## config.mk

```make
export PLATFORM = sky130hd
export DESIGN_NAME = uart_all_mod
export DESIGN_NICKNAME = d
export VERILOG_FILES = /design/src/rtl/uart_pkg.sv /design/src/rtl/uart_fifo.sv /design/src/rtl/uart_rx.sv /design/src/rtl/uart_tx.sv /design/src/rtl/uart_all_mod.sv
export SDC_FILE = /design/constraint.sdc
export NUM_CORES = 1
export LEC_CHECK = 0
export ABC_AREA = 1
export BUFFER_PORTS_ARGS = -buffer_cell sky130_fd_sc_hd__buf_2
export CAP_MARGIN = 20
export CORE_MARGIN = 1.5
export CORE_UTILIZATION = 40
export CTS_BUF_LIST = sky130_fd_sc_hd__clkbuf_8 sky130_fd_sc_hd__clkbuf_16
export DETAILED_ROUTE_END_ITERATION = 10
export MAX_ROUTING_LAYER = met4
export PLACE_DENSITY = 0.65
export SYNTH_ARGS = -nofsm -noshare
export SYNTH_HDL_FRONTEND = slang
export SYNTH_SLANG_ARGS = --single-unit
```

## constraint.sdc

```tcl
create_clock -name clk -period 7.6 [get_ports clk]
set_input_delay 1.52 -clock clk [delete_from_list [all_inputs] [get_ports clk]]
set_output_delay 1.52 -clock clk [all_outputs]
set_load 0.02 [all_outputs]
```

## src/rtl/uart_pkg.sv

```systemverilog
// Shared definitions for the 16550-style UART: register map, LCR layout,
// serial FSM state encodings and parity/width helpers.
package uart_pkg;

  localparam logic [2:0] ADDR_RBR = 3'd0;
  localparam logic [2:0] ADDR_IER = 3'd1;
  localparam logic [2:0] ADDR_FCR = 3'd2;
  localparam logic [2:0] ADDR_LCR = 3'd3;
  localparam logic [2:0] ADDR_MCR = 3'd4;
  localparam logic [2:0] ADDR_LSR = 3'd5;
  localparam logic [2:0] ADDR_MSR = 3'd6;
  localparam logic [2:0] ADDR_SCR = 3'd7;

  typedef struct packed {
    logic       dlab;
    logic       brk;
    logic       sp;
    logic       eps;
    logic       pen;
    logic       stb;
    logic [1:0] wls;
  } lcr_t;

  typedef enum logic [2:0] {
    TX_IDLE   = 3'd0,
    TX_START  = 3'd1,
    TX_DATA   = 3'd2,
    TX_PARITY = 3'd3,
    TX_STOP   = 3'd4
  } tx_state_e;

  typedef enum logic [2:0] {
    RX_IDLE   = 3'd0,
    RX_START  = 3'd1,
    RX_DATA   = 3'd2,
    RX_PARITY = 3'd3,
    RX_STOP   = 3'd4
  } rx_state_e;

  // eps=0 selects odd parity; stick parity forces the inverse of eps.
  function automatic logic parity_bit(input logic sp, input logic eps,
                                      input logic [7:0] data);
    if (sp) return ~eps;
    return eps ? ^data : ~^data;
  endfunction

  function automatic logic [7:0] data_mask(input logic [1:0] wls);
    return 8'hFF >> (2'd3 - wls);
  endfunction

endpackage

```

## src/rtl/uart_fifo.sv

```systemverilog
// Synchronous show-ahead FIFO; head word is always visible on rdata.
module uart_fifo #(
  parameter int unsigned DEPTH = 16,
  parameter int unsigned WIDTH = 8
) (
  input  logic             clk,
  input  logic             rst,
  input  logic             clr,
  input  logic             push,
  input  logic             pop,
  input  logic [WIDTH-1:0] wdata,
  output logic [WIDTH-1:0] rdata,
  output logic             empty,
  output logic             full
);

  localparam int unsigned AW = $clog2(DEPTH);

  logic [WIDTH-1:0] mem_q [DEPTH];
  logic [AW:0]      wptr_q, wptr_d, rptr_q, rptr_d;
  logic             do_push, do_pop;

  always_comb begin
    empty   = (wptr_q == rptr_q);
    full    = (wptr_q[AW] != rptr_q[AW]) && (wptr_q[AW-1:0] == rptr_q[AW-1:0]);
    do_pop  = pop && !empty;
    // a pop in the same cycle frees the slot, so a push to a full FIFO is kept
    do_push = push && (!full || do_pop);
    wptr_d  = do_push ? wptr_q + 1'b1 : wptr_q;
    rptr_d  = do_pop  ? rptr_q + 1'b1 : rptr_q;
    if (clr) begin
      wptr_d = '0;
      rptr_d = '0;
    end
  end

  assign rdata = mem_q[rptr_q[AW-1:0]];

  always_ff @(posedge clk) begin
    if (do_push && !clr) mem_q[wptr_q[AW-1:0]] <= wdata;
  end

  always_ff @(posedge clk or posedge rst) begin
    if (rst) begin
      wptr_q <= '0;
      rptr_q <= '0;
    end else begin
      wptr_q <= wptr_d;
      rptr_q <= rptr_d;
    end
  end

endmodule

```

## src/rtl/uart_rx.sv

```systemverilog
// Serial receiver: start-bit validation at mid-bit, then one sample per 16
// baud pulses; emits {bi, fe, pe, data} at the stop bit.
module uart_rx
  import uart_pkg::*;
(
  input  logic        clk,
  input  logic        rst,
  input  logic        baud_pulse,
  input  logic        rx,
  input  logic [1:0]  wls,
  input  logic        pen,
  input  logic        eps,
  input  logic        sp,
  output logic        push,
  output logic [10:0] push_data
);

  rx_state_e  state_q, state_d;
  logic [3:0] tick_q, tick_d;
  logic [2:0] bit_q, bit_d;
  logic [7:0] data_q, data_d;
  logic       perr_q, perr_d;
  logic       rx_meta_q, rx_s_q;
  logic [2:0] last_bit;
  logic       stop_bad;

  always_comb begin
    state_d   = state_q;
    tick_d    = tick_q;
    bit_d     = bit_q;
    data_d    = data_q;
    perr_d    = perr_q;
    push      = 1'b0;
    last_bit  = 3'd4 + {1'b0, wls};
    stop_bad  = !rx_s_q;
    push_data = {stop_bad && (data_q == '0), stop_bad, perr_q, data_q};

    if (baud_pulse) begin
      tick_d = tick_q + 4'd1;
      case (state_q)
        RX_IDLE: begin
          tick_d = '0;
          if (!rx_s_q) state_d = RX_START;
        end
        RX_START: begin
          if (tick_q == 4'd7) begin
            tick_d = '0;
            if (rx_s_q) begin
              state_d = RX_IDLE;
            end else begin
              state_d = RX_DATA;
              bit_d   = '0;
              data_d  = '0;
              perr_d  = 1'b0;
            end
          end
        end
        RX_DATA: begin
          if (tick_q == 4'd15) begin
            data_d[bit_q] = rx_s_q;
            bit_d         = bit_q + 3'd1;
            if (bit_q == last_bit) state_d = pen ? RX_PARITY : RX_STOP;
          end
        end
        RX_PARITY: begin
          if (tick_q == 4'd15) begin
            perr_d  = (rx_s_q != parity_bit(sp, eps, data_q));
            state_d = RX_STOP;
          end
        end
        RX_STOP: begin
          if (tick_q == 4'd15) begin
            push    = 1'b1;
            state_d = RX_IDLE;
          end
        end
        default: state_d = RX_IDLE;
      endcase
    end
  end

  always_ff @(posedge clk or posedge rst) begin
    if (rst) begin
      rx_meta_q <= 1'b1;
      rx_s_q    <= 1'b1;
      state_q   <= RX_IDLE;
      tick_q    <= '0;
      bit_q     <= '0;
      data_q    <= '0;
      perr_q    <= 1'b0;
    end else begin
      rx_meta_q <= rx;
      rx_s_q    <= rx_meta_q;
      state_q   <= state_d;
      tick_q    <= tick_d;
      bit_q     <= bit_d;
      data_q    <= data_d;
      perr_q    <= perr_d;
    end
  end

endmodule

```

## src/rtl/uart_tx.sv

```systemverilog
// Serial transmitter: pulls bytes from the TX FIFO and frames them at 16 baud
// pulses per bit.
module uart_tx
  import uart_pkg::*;
(
  input  logic       clk,
  input  logic       rst,
  input  logic       baud_pulse,
  input  logic [1:0] wls,
  input  logic       stb,
  input  logic       pen,
  input  logic       eps,
  input  logic       sp,
  input  logic       brk,
  input  logic       fifo_empty,
  input  logic [7:0] fifo_data,
  output logic       fifo_pop,
  output logic       tx,
  output logic       sreg_empty
);

  tx_state_e  state_q, state_d;
  logic [4:0] tick_q, tick_d;
  logic [2:0] bit_q, bit_d;
  logic [7:0] sreg_q, sreg_d;
  logic       par_q, par_d;
  logic [2:0] last_bit;
  logic [4:0] stop_last;
  logic       last_tick, load;

  always_comb begin
    state_d   = state_q;
    tick_d    = tick_q;
    bit_d     = bit_q;
    sreg_d    = sreg_q;
    par_d     = par_q;
    fifo_pop  = 1'b0;
    load      = 1'b0;
    last_bit  = 3'd4 + {1'b0, wls};
    stop_last = !stb ? 5'd15 : ((wls == 2'd0) ? 5'd23 : 5'd31);
    last_tick = (tick_q == ((state_q == TX_STOP) ? stop_last : 5'd15));

    if (baud_pulse) begin
      if (state_q == TX_IDLE) begin
        load = !fifo_empty;
      end else if (!last_tick) begin
        tick_d = tick_q + 5'd1;
      end else begin
        tick_d = '0;
        case (state_q)
          TX_START: begin
            state_d = TX_DATA;
            bit_d   = '0;
          end
          TX_DATA: begin
            sreg_d = sreg_q >> 1;
            bit_d  = bit_q + 3'd1;
            if (bit_q == last_bit) state_d = pen ? TX_PARITY : TX_STOP;
          end
          TX_PARITY: state_d = TX_STOP;
          default: begin
            // end of stop: chain straight into the next frame if data waits
            state_d = TX_IDLE;
            load    = !fifo_empty;
          end
        endcase
      end
    end

    if (load) begin
      fifo_pop = 1'b1;
      sreg_d   = fifo_data & data_mask(wls);
      par_d    = parity_bit(sp, eps, fifo_data & data_mask(wls));
      state_d  = TX_START;
      tick_d   = '0;
    end

    case (state_q)
      TX_START:  tx = 1'b0;
      TX_DATA:   tx = sreg_q[0];
      TX_PARITY: tx = par_q;
      default:   tx = 1'b1;
    endcase
    if (brk) tx = 1'b0;
    sreg_empty = (state_q == TX_IDLE);
  end

  always_ff @(posedge clk or posedge rst) begin
    if (rst) begin
      state_q <= TX_IDLE;
      tick_q  <= '0;
      bit_q   <= '0;
      sreg_q  <= '0;
      par_q   <= 1'b0;
    end else begin
      state_q <= state_d;
      tick_q  <= tick_d;
      bit_q   <= bit_d;
      sreg_q  <= sreg_d;
      par_q   <= par_d;
    end
  end

endmodule

```

## src/rtl/uart_all_mod.sv

```systemverilog
// 16550A-style UART top: register file, baud generator, TX/RX FIFOs and the
// serial transmitter/receiver.
module uart_all_mod
  import uart_pkg::*;
#(
  parameter int unsigned FIFO_DEPTH = 16
) (
  input  logic       clk,
  input  logic       rst,
  input  logic       wr,
  input  logic       rd,
  input  logic       rx,
  input  logic [2:0] addr,
  input  logic [7:0] din,
  output logic       tx,
  output logic [7:0] dout
);

  localparam int unsigned CW = $clog2(FIFO_DEPTH) + 1;

  logic [7:0]    dll_q, dll_d, dlm_q, dlm_d, ier_q, ier_d;
  logic [7:0]    mcr_q, mcr_d, scr_q, scr_d;
  lcr_t          lcr_q, lcr_d;
  logic          fcr_en_q, fcr_en_d;
  logic          oe_q, oe_d, pe_q, pe_d, fe_q, fe_d, bi_q, bi_d;
  logic [CW-1:0] err_cnt_q, err_cnt_d;
  logic [15:0]   baud_cnt_q, baud_cnt_d, divisor;
  logic          baud_pulse;

  logic          thr_wr, rbr_rd, lsr_rd, rx_clr, tx_clr;
  logic          tx_empty, tx_full, tx_pop, sreg_empty;
  logic [7:0]    tx_head;
  logic          rx_empty, rx_full, rx_push, rx_pop_ok, rx_push_ok, rx_overrun;
  logic [10:0]   rx_push_data, rx_head;
  logic [7:0]    lsr;

  always_comb begin
    divisor    = {dlm_q, dll_q};
    baud_pulse = (divisor != '0) && (baud_cnt_q >= divisor - 16'd1);
    baud_cnt_d = (baud_pulse || divisor == '0) ? '0 : baud_cnt_q + 16'd1;

    thr_wr = wr && addr == ADDR_RBR && !lcr_q.dlab;
    rbr_rd = rd && addr == ADDR_RBR && !lcr_q.dlab;
    lsr_rd = rd && addr == ADDR_LSR;
    rx_clr = wr && addr == ADDR_FCR && din[1];
    tx_clr = wr && addr == ADDR_FCR && din[2];

    dll_d    = (wr && addr == ADDR_RBR &&  lcr_q.dlab) ? din : dll_q;
    dlm_d    = (wr && addr == ADDR_IER &&  lcr_q.dlab) ? din : dlm_q;
    ier_d    = (wr && addr == ADDR_IER && !lcr_q.dlab) ? din : ier_q;
    lcr_d    = (wr && addr == ADDR_LCR) ? lcr_t'(din) : lcr_q;
    mcr_d    = (wr && addr == ADDR_MCR) ? din : mcr_q;
    scr_d    = (wr && addr == ADDR_SCR) ? din : scr_q;
    fcr_en_d = (wr && addr == ADDR_FCR) ? din[0] : fcr_en_q;

    // mirrors the FIFO's own accept rule so overrun and error counts stay exact
    rx_pop_ok  = rbr_rd && !rx_empty;
    rx_push_ok = rx_push && (!rx_full || rx_pop_ok);
    rx_overrun = rx_push && !rx_push_ok;

    oe_d = (oe_q && !lsr_rd) || rx_overrun;
    pe_d = (pe_q && !lsr_rd) || (rx_push && rx_push_data[8]);
    fe_d = (fe_q && !lsr_rd) || (rx_push && rx_push_data[9]);
    bi_d = (bi_q && !lsr_rd) || (rx_push && rx_push_data[10]);

    err_cnt_d = err_cnt_q;
    if (rx_push_ok && rx_push_data[10:8] != '0) err_cnt_d = err_cnt_d + CW'(1);
    if (rx_pop_ok && rx_head[10:8] != '0)       err_cnt_d = err_cnt_d - CW'(1);
    if (rx_clr) err_cnt_d = '0;

    lsr = {err_cnt_q != '0, tx_empty && sreg_empty, tx_empty,
           bi_q, fe_q, pe_q, oe_q, !rx_empty};

    dout = 8'h00;
    if (rd) begin
      case (addr)
        ADDR_RBR: dout = lcr_q.dlab ? dll_q : rx_head[7:0];
        ADDR_IER: dout = lcr_q.dlab ? dlm_q : ier_q;
        ADDR_FCR: dout = {fcr_en_q, fcr_en_q, 5'b0, 1'b1};
        ADDR_LCR: dout = lcr_q;
        ADDR_MCR: dout = mcr_q;
        ADDR_LSR: dout = lsr;
        ADDR_MSR: dout = 8'h00;
        default:  dout = scr_q;
      endcase
    end
  end

  uart_fifo #(.DEPTH(FIFO_DEPTH), .WIDTH(8)) tx_fifo_inst (
    .clk(clk), .rst(rst), .clr(tx_clr), .push(thr_wr), .pop(tx_pop),
    .wdata(din), .rdata(tx_head), .empty(tx_empty), .full(tx_full)
  );

  uart_fifo #(.DEPTH(FIFO_DEPTH), .WIDTH(11)) rx_fifo_inst (
    .clk(clk), .rst(rst), .clr(rx_clr), .push(rx_push), .pop(rbr_rd),
    .wdata(rx_push_data), .rdata(rx_head), .empty(rx_empty), .full(rx_full)
  );

  uart_tx uart_tx_inst (
    .clk(clk), .rst(rst), .baud_pulse(baud_pulse),
    .wls(lcr_q.wls), .stb(lcr_q.stb), .pen(lcr_q.pen), .eps(lcr_q.eps),
    .sp(lcr_q.sp), .brk(lcr_q.brk),
    .fifo_empty(tx_empty), .fifo_data(tx_head), .fifo_pop(tx_pop),
    .tx(tx), .sreg_empty(sreg_empty)
  );

  uart_rx uart_rx_inst (
    .clk(clk), .rst(rst), .baud_pulse(baud_pulse), .rx(rx),
    .wls(lcr_q.wls), .pen(lcr_q.pen), .eps(lcr_q.eps), .sp(lcr_q.sp),
    .push(rx_push), .push_data(rx_push_data)
  );

  always_ff @(posedge clk or posedge rst) begin
    if (rst) begin
      dll_q      <= '0;
      dlm_q      <= '0;
      ier_q      <= '0;
      lcr_q      <= '0;
      mcr_q      <= '0;
      scr_q      <= '0;
      fcr_en_q   <= 1'b0;
      oe_q       <= 1'b0;
      pe_q       <= 1'b0;
      fe_q       <= 1'b0;
      bi_q       <= 1'b0;
      err_cnt_q  <= '0;
      baud_cnt_q <= '0;
    end else begin
      dll_q      <= dll_d;
      dlm_q      <= dlm_d;
      ier_q      <= ier_d;
      lcr_q      <= lcr_d;
      mcr_q      <= mcr_d;
      scr_q      <= scr_d;
      fcr_en_q   <= fcr_en_d;
      oe_q       <= oe_d;
      pe_q       <= pe_d;
      fe_q       <= fe_d;
      bi_q       <= bi_d;
      err_cnt_q  <= err_cnt_d;
      baud_cnt_q <= baud_cnt_d;
    end
  end

endmodule

```

==> metrics.md <==
| Metric | Value |
|---|---|
| Data arrival, critical path | 5520 ps |
| Leak | 0.00892 uW |
| CP Class | flip-flop to flip-flop |
| Worst R2R Setup Slack | 2270 ps |
| Worst-margin pin slew | around 1100 ps |
| Endpoint class of the critical path | flip-flop |
| Final setup fails | 0 |
| Register area share after synthesis | 62.1% |
| Max VDD drop | 0.000247 V |
| Final net count | ~2100 |
| Mapped Cells | between 2000 and 2500 |
| Final worst slack | 2270 ps |
| Total power | a little over 7000 uW |
| Final Hold Fails | 0 |
| # DRC | 0 |
| Drt via density | 5.26 |
| Post-CTS sizing | 0 |
| Async SR Flop Fraction | 30.8% |
| Netlist Area Pre-Place | 0.0201 sq mm |
| Sequential share of power | 40.5% |
| GP Congestion | a little over 0.9 |
| Part of the power in the clock network | 31.3% |
| DR top layer | met4 |
| Seq. cell area | 0.0125 sq mm |
| Status | finished, final reports clean |
| Fill cell count | roughly 4700 |
| Chip width | 227 um |
| Vias in the first global route | 13600 |
| Post-detail-place hpwl | 31.9 mm |
| Port-buffer cells | 24 |
| Post-CTS Setup Bufs | 0 |
| Worst r2r dst | tx_fifo_inst.mem_q[14][1] |
| CP top delay family | simple AND/OR/NAND/NOR gates |
| Area of the core | 0.0500 sq mm |
| Place WS | roughly 2200 ps |
| DRT antenna net count | 0 |
| PwrDens | 318 mW/mm^2 |
| Row count | 82 |
| Global-route wire length before repair | 76.1 mm |
| CTS H-Tree Depth | 2 |
| CTS Sinks | 439 |
| Largest net degree at the start of global routing | 88 |
| FF+latch count, synth | between 400 and 500 |
| Internal Dissipation | 4600 uW |
| RSZ-0062 raised after global routing | no |
| Area Growth Syn to Fin | 11.4% |
| WL met3 | roughly 2.7 mm |
| Top_reg_cell synth | edfxtp_1 |
| Max-slew violation count | 0 |
| Vias | approximately 14000 |
| Fmax achieved | 188 MHz |
| Worst hold stages | 0 |
| Crit-path cells | nor2_1, nand2_1, nor3_1, nand3_1, nor3_1, nand2_1, nor4_1, xnor2_1, ha_1, nand2_1, inv_1, nand3_1, nor3_1, nand2_1, nand2_1, nand2_4, inv_4, nand3_4, nand3b_2, nand2_2, nor3_1 |
| Initial antenna violation count | 0 |
| Share of cells above drive strength 1 | 8.29% |
| DRT Wirelength | 48.7 mm |
| Routed metal-1 wirelength | around 22 mm |
| Post-Syn Nets | 2063 |
| Drt wl/cell | 17.8 um |
| Mapped Avg Cell Area | 10.0 sq um |
| CP required | approximately 8000 ps |
| Clock period minus worst slack | 5330 ps |
| Initial Util | 40.3% |
| Buffer and inverter count on the worst path | 2 |
| Startpoint Class | flip-flop |
| Diodes inserted | 0 |
| 1st-pass router iterations | 6 |
| Net Sw Frac | between 30% and 40% |
| Io pins | 25 |
| Die ar. | 0.0517 sq mm |
| Initial drt markers | 1131 |
| Gr usage total | 19.7% |
| Worst Hold Class | flip-flop to flip-flop |
| Max FO, Critical Path | 22 |
| Root buffer cell | clkbuf_16 |
| CTS Buffer Depth | 3 |
| CP peak stage delay | 940 ps |
| CTS tree | done |
| Logic pwr share | 28.2% |
| Skew-Pair Late Insertion Delay | roughly 610 ps |
| Post-synth EDFFs | 304 |
| Netlist cell types | 57 |
| R2r worst-path depth | 21 |
| Worst hold slack | 356 ps |
| RR Startpoint | dll_q[2] |
| NetSw | 2540 uW |
| Period utilization | 70.2% |
| DR WL met2 | 23.4 mm |
| Layout Skew | 45.5 ps |
| Slowest CP cell | nor3_1 |
| Clock slew at reported path FFs | 60 ps |
| Critical path's most frequent cell | nand2_1 |
| Hold buffers post-CTS | 0 |
| Worst hold path endpoint | uart_rx_inst.rx_s_q |
| YS warnings | 0 |
| GRT overflow | 0 |
| Min-delay src | uart_rx_inst.rx_meta_q |
| Die Span Y | 227 um |
| Multi-input gate area | 0.00659 sq mm |
| Clock buffer count from CTS | 45 |
| Max cap viols | 0 |
| Slew headroom | 27.2% |
| Setup TNS | 0 ps |
## worst register-to-register path, cell delays in order (launching register included)
cell      delay (ps)
dfrtp_1          440
nor2_1           120
nand2_1           80
nor3_1           260
nand3_1          170
nor3_1           280
nand2_1          170
nor4_1           270
xnor2_1          110
ha_1             300
nand2_1           70
inv_1             50
nand3_1           90
nor3_1           160
nand2_1           90
nand2_1          220
nand2_4          150
inv_4            120
nand3_4          240
nand3b_2         230
nand2_2          340
nor3_1           950
## per-layer routing
| metal | global-route usage [%] | up-vias |
|---|---|---|
| li1 | - | 6885 |
| met3 | 2.98 | 78 |
| met1 | 26.2 | 6986 |
| met2 | 31.2 | 437 |
| met4 | 5.68 | 0 |
| met5 | - | - |
## sequential cells by signal, summed over array words and instances, names as in the netlist, 3 cells and up
| register | count |
|---|---|
| lcr_q | 8 |
| uart_rx_inst.state_q | 3 |
| tx_fifo_inst.wptr_q | 5 |
| dll_q | 8 |
| uart_rx_inst.tick_q | 4 |
| scr_q | 8 |
| dlm_q | 8 |
| tx_fifo_inst.rptr_q | 5 |
| uart_rx_inst.data_q | 8 |
| rx_fifo_inst.wptr_q | 5 |
| uart_rx_inst.bit_q | 3 |
| baud_cnt_q | 16 |
| mcr_q | 8 |
| err_cnt_q | 5 |
| uart_tx_inst.sreg_q | 8 |
| rx_fifo_inst.rptr_q | 5 |
| uart_tx_inst.state_q | 3 |
| uart_tx_inst.bit_q | 3 |
| ier_q | 8 |
| tx_fifo_inst.mem_q | 128 |
| rx_fifo_inst.mem_q | 176 |
| uart_tx_inst.tick_q | 5 |
## cells by family after synthesis
group | count (synthesis) | synth area share, %
simple gates | 876 | 18.3
flops | 439 | 62.1
compound gates | 349 | 10.0
buf+inv | 260 | 5.22
xor+xnor | 43 | 1.87
fa+ha+maj | 39 | 2.42
mux | 2 | 0.0994
## through the flow
stage               utilization, %  cell area, sq um  std cells
floorplan                        -             20100       2008
global placement              41.8             20900       2646
detailed placement            41.8             20900       2646
CTS                           44.8             22400       2730
global route                  44.9             22400       2735
finish                        44.9             22400       2735
## cells in the final DEF, fill, tap and decap left out, types with 45 or more instances in the layout
master     instances
a21oi_1           47
edfxtp_1         304
dfrtp_1          131
nand2_1          435
nor2_1           255
nand3_1           91
o21ai_0          160
inv_1            171
clkbuf_16         45
## power groups by stage
stage	Clock, uW	Combinational (uW)	Sequential [uW]
floorplan	0	1470	2870
CTS	2280	2010	2890
global placement	0	1960	2930
detailed placement	0	2000	2930
global route	2360	2260	2910
finish	2240	2010	2890
## synthesized netlist by cell type (all sizes together) (2+ instances only)
cell	instances	area [sq um]
a211oi	5	42.5
a21oi	47	235
a221oi	6	52.6
a22oi	7	52.6
a31oi	12	75.1
a41oi	4	35.0
and3	4	25.0
buf	35	201
clkbuf	37	140
clkinv	3	11.3
dfrtp	133	3330
dfstp	2	52.6
edfxtp	304	9130
ha	39	488
inv	185	699
mux2i	2	20.0
nand2	443	1690
nand3	92	473
nand4	16	130
nor2	262	1010
nor3	40	215
nor3b	7	52.6
nor4	6	43.8
o211ai	15	113
o21a	5	37.5
o21ai	200	1000
o221ai	14	123
o22ai	22	138
o31ai	6	58.8
or2	5	31.3
xnor2	15	131
xor2	28	245
## final cells by class
cell class	count	area share, %
sequential	439	55.8
multi-input combinational	1309	29.4
clock buffer	46	5.08
tap	672	3.75
inverter	188	3.19
clock inverter	38	1.69
timing repair buffer	43	1.16
## worst max path at each step
| stage | startpoint | endpoint | slack (ps) | cells after the start |
|---|---|---|---|---|
| floorplan | rst | baud_cnt_q[0] | 2470 | 1 |
| global placement | dll_q[2] | tx_fifo_inst.mem_q[14][2] | 2470 | 21 |
| detailed placement | dll_q[2] | tx_fifo_inst.mem_q[0][7] | 2230 | 21 |
| CTS | dll_q[2] | tx_fifo_inst.mem_q[0][6] | 2170 | 21 |
| global route | dll_q[2] | tx_fifo_inst.mem_q[8][0] | 1630 | 21 |
| finish | dll_q[2] | tx_fifo_inst.mem_q[14][1] | 2270 | 21 |
(Power assumes the default switching activity.)
